**src/rtl/mac_pkg.sv**
```systemverilog
// mac_pkg -- shared MAC state enum, Ethernet constants and CRC-32 helpers.
// Used by simple_mac_rx and mac_crc32; the nibble CRC update is shared with the TX MAC.
package mac_pkg;

    typedef enum logic [2:0] {
        ST_IDLE,
        ST_PREAMBLE,
        ST_DATA,
        ST_DRAIN,
        ST_DROP
    } rx_state_e;

    localparam logic [31:0] CRC32_POLY    = 32'h04C1_1DB7;
    localparam logic [31:0] CRC32_RESIDUE = 32'hC704_DD7B;
    localparam int unsigned ETH_MIN_LEN   = 64;
    localparam int unsigned ETH_MAX_LEN   = 1518;
    localparam logic [47:0] BCAST_MAC     = 48'hFFFF_FFFF_FFFF;

    function automatic logic [31:0] bitrev32(input logic [31:0] v);
        logic [31:0] r;
        for (int i = 0; i < 32; i++) r[i] = v[31-i];
        return r;
    endfunction

    // The CRC register shifts LSB-first, so it works with bit-reversed constants.
    localparam logic [31:0] CRC32_POLY_REFL    = bitrev32(CRC32_POLY);
    localparam logic [31:0] CRC32_RESIDUE_REFL = bitrev32(CRC32_RESIDUE);

    function automatic logic [31:0] crc32_nibble(input logic [31:0] crc,
                                                 input logic [3:0]  nib);
        logic [31:0] c;
        c = crc ^ {28'd0, nib};
        for (int i = 0; i < 4; i++)
            c = c[0] ? ((c >> 1) ^ CRC32_POLY_REFL) : (c >> 1);
        return c;
    endfunction

endpackage

```
**src/rtl/mac_crc32.sv**
```systemverilog
// mac_crc32 -- nibble-serial reflected CRC-32, init all-ones, no final inversion.
// Ports: clk/rst, clr_i (reload init), en_i (absorb nib_i), crc_o (raw register).
module mac_crc32
    import mac_pkg::*;
(
    input  logic        clk,
    input  logic        rst,
    input  logic        clr_i,
    input  logic        en_i,
    input  logic [3:0]  nib_i,
    output logic [31:0] crc_o
);

    logic [31:0] crc_q;

    always_ff @(posedge clk or posedge rst) begin
        if (rst)        crc_q <= '1;
        else if (clr_i) crc_q <= '1;
        else if (en_i)  crc_q <= crc32_nibble(crc_q, nib_i);
    end

    assign crc_o = crc_q;

endmodule

```
**src/rtl/simple_mac_rx.sv**
```systemverilog
// simple_mac_rx -- MII receive MAC: preamble/SFD strip, FCS strip, CRC/length check.
// Ports: eth_rxclk/rst, eth_rxdv/eth_rxer/eth_rxd in; rx_data/valid/sop/eop/err out.
// Build option: define MAC_RX_FILTER_EN to drop frames not for OWN_MAC or broadcast.
module simple_mac_rx
    import mac_pkg::*;
#(
    parameter logic [47:0] OWN_MAC = 48'h0200_0000_0001
) (
    input  logic       eth_rxclk,
    input  logic       rst,
    input  logic       eth_rxdv,
    input  logic       eth_rxer,
    input  logic [3:0] eth_rxd,
    output logic [7:0] rx_data,
    output logic       rx_valid,
    output logic       rx_sop,
    output logic       rx_eop,
    output logic       rx_err
);

`ifdef MAC_RX_FILTER_EN
    localparam logic FILTER_EN = 1'b1;
`else
    localparam logic FILTER_EN = 1'b0;
`endif

    rx_state_e   state_q;
    logic [3:0]  lo_q;
    logic        half_q;
    logic [10:0] cnt_q;
    logic [7:0]  dl_q [6];
    logic        rxer_q;
    logic [1:0]  ph_q;
    logic [7:0]  rx_data_q;
    logic        rx_valid_q;
    logic        rx_sop_q;
    logic        rx_eop_q;
    logic        rx_err_q;

    logic [31:0] crc_w;
    logic [7:0]  byte_w;
    logic [47:0] dest_w;
    logic        dest_bad;
    logic        len_bad;
    logic        err_w;

    assign byte_w = {eth_rxd, lo_q};
    assign dest_w = {dl_q[4], dl_q[3], dl_q[2], dl_q[1], dl_q[0], byte_w};

    assign dest_bad = FILTER_EN && (dest_w != OWN_MAC) && (dest_w != BCAST_MAC);

    assign len_bad = (cnt_q < 11'(ETH_MIN_LEN)) || (cnt_q > 11'(ETH_MAX_LEN));

    // half_q still set in DRAIN means the frame ended on a dangling nibble.
    assign err_w = (crc_w != CRC32_RESIDUE_REFL) | rxer_q | half_q | len_bad;

    mac_crc32 u_crc (
        .clk   (eth_rxclk),
        .rst   (rst),
        .clr_i (state_q == ST_PREAMBLE),
        .en_i  ((state_q == ST_DATA) && eth_rxdv),
        .nib_i (eth_rxd),
        .crc_o (crc_w)
    );

    always_ff @(posedge eth_rxclk or posedge rst) begin
        if (rst) begin
            state_q    <= ST_DROP;
            lo_q       <= '0;
            half_q     <= 1'b0;
            cnt_q      <= '0;
            dl_q       <= '{default: '0};
            rxer_q     <= 1'b0;
            ph_q       <= '0;
            rx_data_q  <= '0;
            rx_valid_q <= 1'b0;
            rx_sop_q   <= 1'b0;
            rx_eop_q   <= 1'b0;
            rx_err_q   <= 1'b0;
        end else begin
            rx_valid_q <= 1'b0;
            rx_sop_q   <= 1'b0;
            rx_eop_q   <= 1'b0;
            rx_err_q   <= 1'b0;
            unique case (state_q)
                ST_IDLE: begin
                    if (eth_rxdv)
                        state_q <= (eth_rxd == 4'h5) ? ST_PREAMBLE : ST_DROP;
                end
                ST_PREAMBLE: begin
                    half_q <= 1'b0;
                    cnt_q  <= '0;
                    rxer_q <= 1'b0;
                    if (!eth_rxdv)            state_q <= ST_IDLE;
                    else if (eth_rxd == 4'hD) state_q <= ST_DATA;
                    else if (eth_rxd != 4'h5) state_q <= ST_DROP;
                end
                ST_DATA: begin
                    if (eth_rxer) rxer_q <= 1'b1;
                    if (!eth_rxdv) begin
                        ph_q    <= '0;
                        state_q <= (cnt_q < 11'd6) ? ST_IDLE : ST_DRAIN;
                    end else if (!half_q) begin
                        lo_q   <= eth_rxd;
                        half_q <= 1'b1;
                    end else begin
                        half_q <= 1'b0;
                        if (cnt_q != '1) cnt_q <= cnt_q + 11'd1;
                        for (int i = 5; i > 0; i--) dl_q[i] <= dl_q[i-1];
                        dl_q[0] <= byte_w;
                        // Six-byte delay keeps the trailing FCS out of the stream.
                        if (cnt_q >= 11'd6) begin
                            rx_data_q  <= dl_q[5];
                            rx_valid_q <= 1'b1;
                            rx_sop_q   <= (cnt_q == 11'd6);
                        end
                        if ((cnt_q == 11'd5) && dest_bad) state_q <= ST_DROP;
                    end
                end
                ST_DRAIN: begin
                    ph_q <= ph_q + 2'd1;
                    if (ph_q == 2'd0) begin
                        rx_data_q  <= dl_q[5];
                        rx_valid_q <= 1'b1;
                        rx_sop_q   <= (cnt_q == 11'd6);
                    end else if (ph_q == 2'd2) begin
                        rx_data_q  <= dl_q[4];
                        rx_valid_q <= 1'b1;
                        rx_eop_q   <= 1'b1;
                        rx_err_q   <= err_w;
                        state_q    <= eth_rxdv ? ST_DROP : ST_IDLE;
                    end
                end
                ST_DROP: begin
                    if (!eth_rxdv) state_q <= ST_IDLE;
                end
                default: state_q <= ST_DROP;
            endcase
        end
    end

    assign rx_data  = rx_data_q;
    assign rx_valid = rx_valid_q;
    assign rx_sop   = rx_sop_q;
    assign rx_eop   = rx_eop_q;
    assign rx_err   = rx_err_q;

endmodule

```
**config.mk**
```make
export PLATFORM = sky130hd
export DESIGN_NAME = simple_mac_rx
export DESIGN_NICKNAME = d
export VERILOG_FILES = /design/src/rtl/mac_pkg.sv /design/src/rtl/mac_crc32.sv /design/src/rtl/simple_mac_rx.sv
export SDC_FILE = /design/constraint.sdc
export NUM_CORES = 1
export LEC_CHECK = 0
export ABC_AREA = 1
export BUFFER_PORTS_ARGS = -buffer_cell sky130_fd_sc_hd__buf_2
export CORE_UTILIZATION = 55
export CTS_CLUSTER_DIAMETER = 30
export DETAILED_ROUTE_END_ITERATION = 12
export PLACE_DENSITY = 0.72
export SLEW_MARGIN = 30
export SYNTH_ARGS = -nofsm -noshare
export SYNTH_HDL_FRONTEND = slang
export SYNTH_SLANG_ARGS = --single-unit
export TNS_END_PERCENT = 50
```
**constraint.sdc**
```tcl
create_clock -name eth_rxclk -period 9.4 [get_ports eth_rxclk]
set_input_delay 1.41 -clock eth_rxclk [delete_from_list [all_inputs] [get_ports eth_rxclk]]
set_output_delay 1.41 -clock eth_rxclk [all_outputs]
set_load 0.01 [all_outputs]
```
==> results by group <==
Worst setup path
  – Data arrival time of the worst path: 3140 ps
  – Critical R2R Capture: dest_w[13]
  – RR Startpoint: state_q[0]
  – CP Launch Type: input pin
  – CP Class: in2reg
  – Max FO, Critical Path: 52
  – Worst Reg-to-Reg Cells: 6
  – Critical path launch point: eth_rxdv
  – Critical Path Sink: dest_w[13]
  – Reg2reg setup slack: 7110 ps
  – Worst EP required: 9810 ps
  – Nature of the critical path endpoint: flop

Synthesis
  – Syn avg cell area: 7.49 um2
  – Syn. warnings: 0
  – Synth Flop Type: dfrtp_1
  – Ys async rst share: 100%
  – Synth Instances: 777
  – Synth cell count leaders: 322 x nand2_1, 93 x inv_1, 81 x dfrtp_1, 55 x o21ai_0, 51 x nand3_1
  – Top-area cell type share of the netlist area: 34.8%
  – Post-synth EDFFs: 0
  – Dominant cell type by area after synthesis: dfrtp_1
  – Synth area leaders: dfrtp_1 35%, nand2_1 21%, dfstp_2 15%, inv_1 6.0%, o21ai_0 4.7%
  – Cell variety after synth: 31
  – Most common cell in the netlist: nand2_1
  – Synth Net Count: 789
  – Post-synth design cell area: 0.00582 mm2
  – Sequential area share after synthesis: 49.7%
  – Yosys reg bits: 114

Timing
  – Final setup viols: 0
  – Final period util: 29.1%
  – Max Freq: 0.366 GHz
  – Skew final: 8.17 ps
  – Worst slew pin tran: 828 ps
  – Post-layout minimum cycle time: 2730 ps
  – RSZ-0062 raised after global routing: false
  – Post-Route Setup TNS: 0 ps
  – Slew Limit Fails: 0
  – Hold Vio Cnt, Final: 0
  – Slew HR: 44.8%

Die
  – Initial core utilization: 56.6%
  – DIE HEIGHT: 105 um
  – # IOs: 20
  – Core Area: 0.0103 mm2
  – Die area: 0.0110 mm2
  – Row Count: 37
  – Die W: 105 um

Placed design
  – Final Wtd Congestion: 0.869
  – Post-DP Area: 0.00596 mm2
  – Dpl hpwl: 8.28 mm
  – Port Buffers: 19

Clock tree
  – CTS sink count: 114
  – Number of buffers created by CTS: 17
  – Worst-path clk slew: 60 ps
  – Max Root-Sink Buffers: 2
  – Clk_lat worst skew: 520 ps
  – Post-CTS Resized: 0
  – CTS Hold Bufs: 0
  – Clk Tree Root Cell: clkbuf_8
  – H-tree levels: 4
  – CTS tree: yes
  – Number of setup buffers added after CTS: 0

Detailed routing
  – DRT iter0 DRCs: 292
  – Vias per cell: 5.26
  – Initial DRT Pass Iterations: 5
  – WL final: 12.7 mm
  – ANT nets after route: 0
  – DRC errors left: 0
  – Routed length per instance: 13.6 um
  – Routed via count: 4930

Layout
  – Fillers: 903
  – Nets: 802
  – # diodes: 0
  – Area Growth Syn to Fin: 12.4%
  – Share of cells above drive strength 1: 13.0%
  – Final Cell Area: 0.00654 mm2

Global route
  – First-pass GRT wire length: 21.7 mm
  – Initial antenna violation count: 0
  – Pin count of the biggest net entering global routing: 92
  – Vias in the first global route: 4799
  – Total congestion overflow: 0
  – Total global-route track usage: 25.0%

Run
  – Maxcap violations: 0

Pwr
  – Leak pwr: 3.51 nW
  – VDD IR max: 0.000130 V
  – P per Cell Area: 250 mW/mm2

Status
  – Status: complete, no violations

Min path
  – Hold Crit Class: reg2reg
  – WHS Path Cells: 2
-- flip-flops by register name (all words and copies together) (netlist names), 2 cells and up --
| signal | count |
|---|---|
| dest_w | 40 |
| dl_q | 8 |
| cnt_q | 11 |
| lo_q | 4 |
| u_crc.crc_o | 32 |
| rx_data | 8 |
| state_q | 3 |
| ph_q | 2 |
-- report_power, final --
group | switching [mW] | internal, mW
registers | 0.0646 | 0.612
clock network | 0.220 | 0.409
logic | 0.220 | 0.110
-- worst min path at each step --
stage,from,endpoint,slack [ps]
4_1_cts,dest_w[35],dest_w[35],470
3_3_place_gp,dest_w[22],dest_w[22],460
3_5_place_dp,dest_w[17],dest_w[17],460
2_1_floorplan,dest_w[10],dest_w[10],440
5_1_grt,dest_w[17],dest_w[17],500
6_report,dest_w[10],dest_w[10],470
-- cell families after synthesis --
kind of cell | share of synthesized area, %
and+or+nand+nor | 30.5
buffers and inverters | 8.75
DFF | 49.7
AOI/OAI and AO/OA | 8.64
xor gates and xnor gates | 1.51
adders and majority gates | 0.860
-- area by class of cell --
| type | count | area, um2 | share of cell area, % |
|---|---|---|---|
| clock buffer | 22 | 483 | 7.38 |
| clock inverter | 9 | 104 | 1.59 |
| inverter | 96 | 363 | 5.54 |
| multi-input combinational | 540 | 2420 | 36.9 |
| sequential | 114 | 2890 | 44.2 |
| tap | 136 | 170 | 2.60 |
| timing repair buffer | 21 | 114 | 1.74 |
-- routing by layer --
| metal | vias to the layer above | global-route usage [%] | part of all wire, % |
|---|---|---|---|
| met5 | - | 0 | 0 |
| li1 | 2445 | - | - |
| met2 | 111 | 42.3 | 51 |
| met4 | 0 | 12.4 | 2.5 |
| met3 | 28 | 4.49 | 3.7 |
| met1 | 2346 | 30.7 | 43 |
-- critical path: stages --
cell     delay (ps)
buf_2           160
nand3_4         250
nor2_2          150
buf_4           400
inv_2           410
o21ai_0         330
-- metrics by stage --
| stage | utilization, % | power [mW] | hold WS, ps | std cells | setup WS [ps] |
|---|---|---|---|---|---|
| 2_1_floorplan | - | 0.928 | 442 | 777 | 5030 |
| 6_report | 63.7 | 1.64 | 468 | 938 | 6670 |
| 5_1_grt | 63.7 | 1.72 | 497 | 938 | 6470 |
| 3_3_place_gp | 57.9 | 0.990 | 455 | 907 | 6240 |
| 3_5_place_dp | 58.0 | 1.01 | 459 | 907 | 6170 |
| 4_1_cts | 63.7 | 1.64 | 473 | 938 | 6660 |
-- placed cells by master, fill, tap and decap left out, types with 3 or more instances in the layout --
cell type  count
clkinv_2       4
ha_1           4
o21ai_2        8
a22oi_1        5
xor2_1         9
a21oi_1       12
dfrtp_1       81
nor2_1        46
nand2_2        3
clkbuf_16     16
nand3_1       51
clkbuf_8       6
dfstp_2       33
o21ai_0       55
o22ai_1        6
nand4_1        8
buf_2         19
nand2_1      322
inv_1         92
Note: power is estimated with default switching activity, not from simulation.
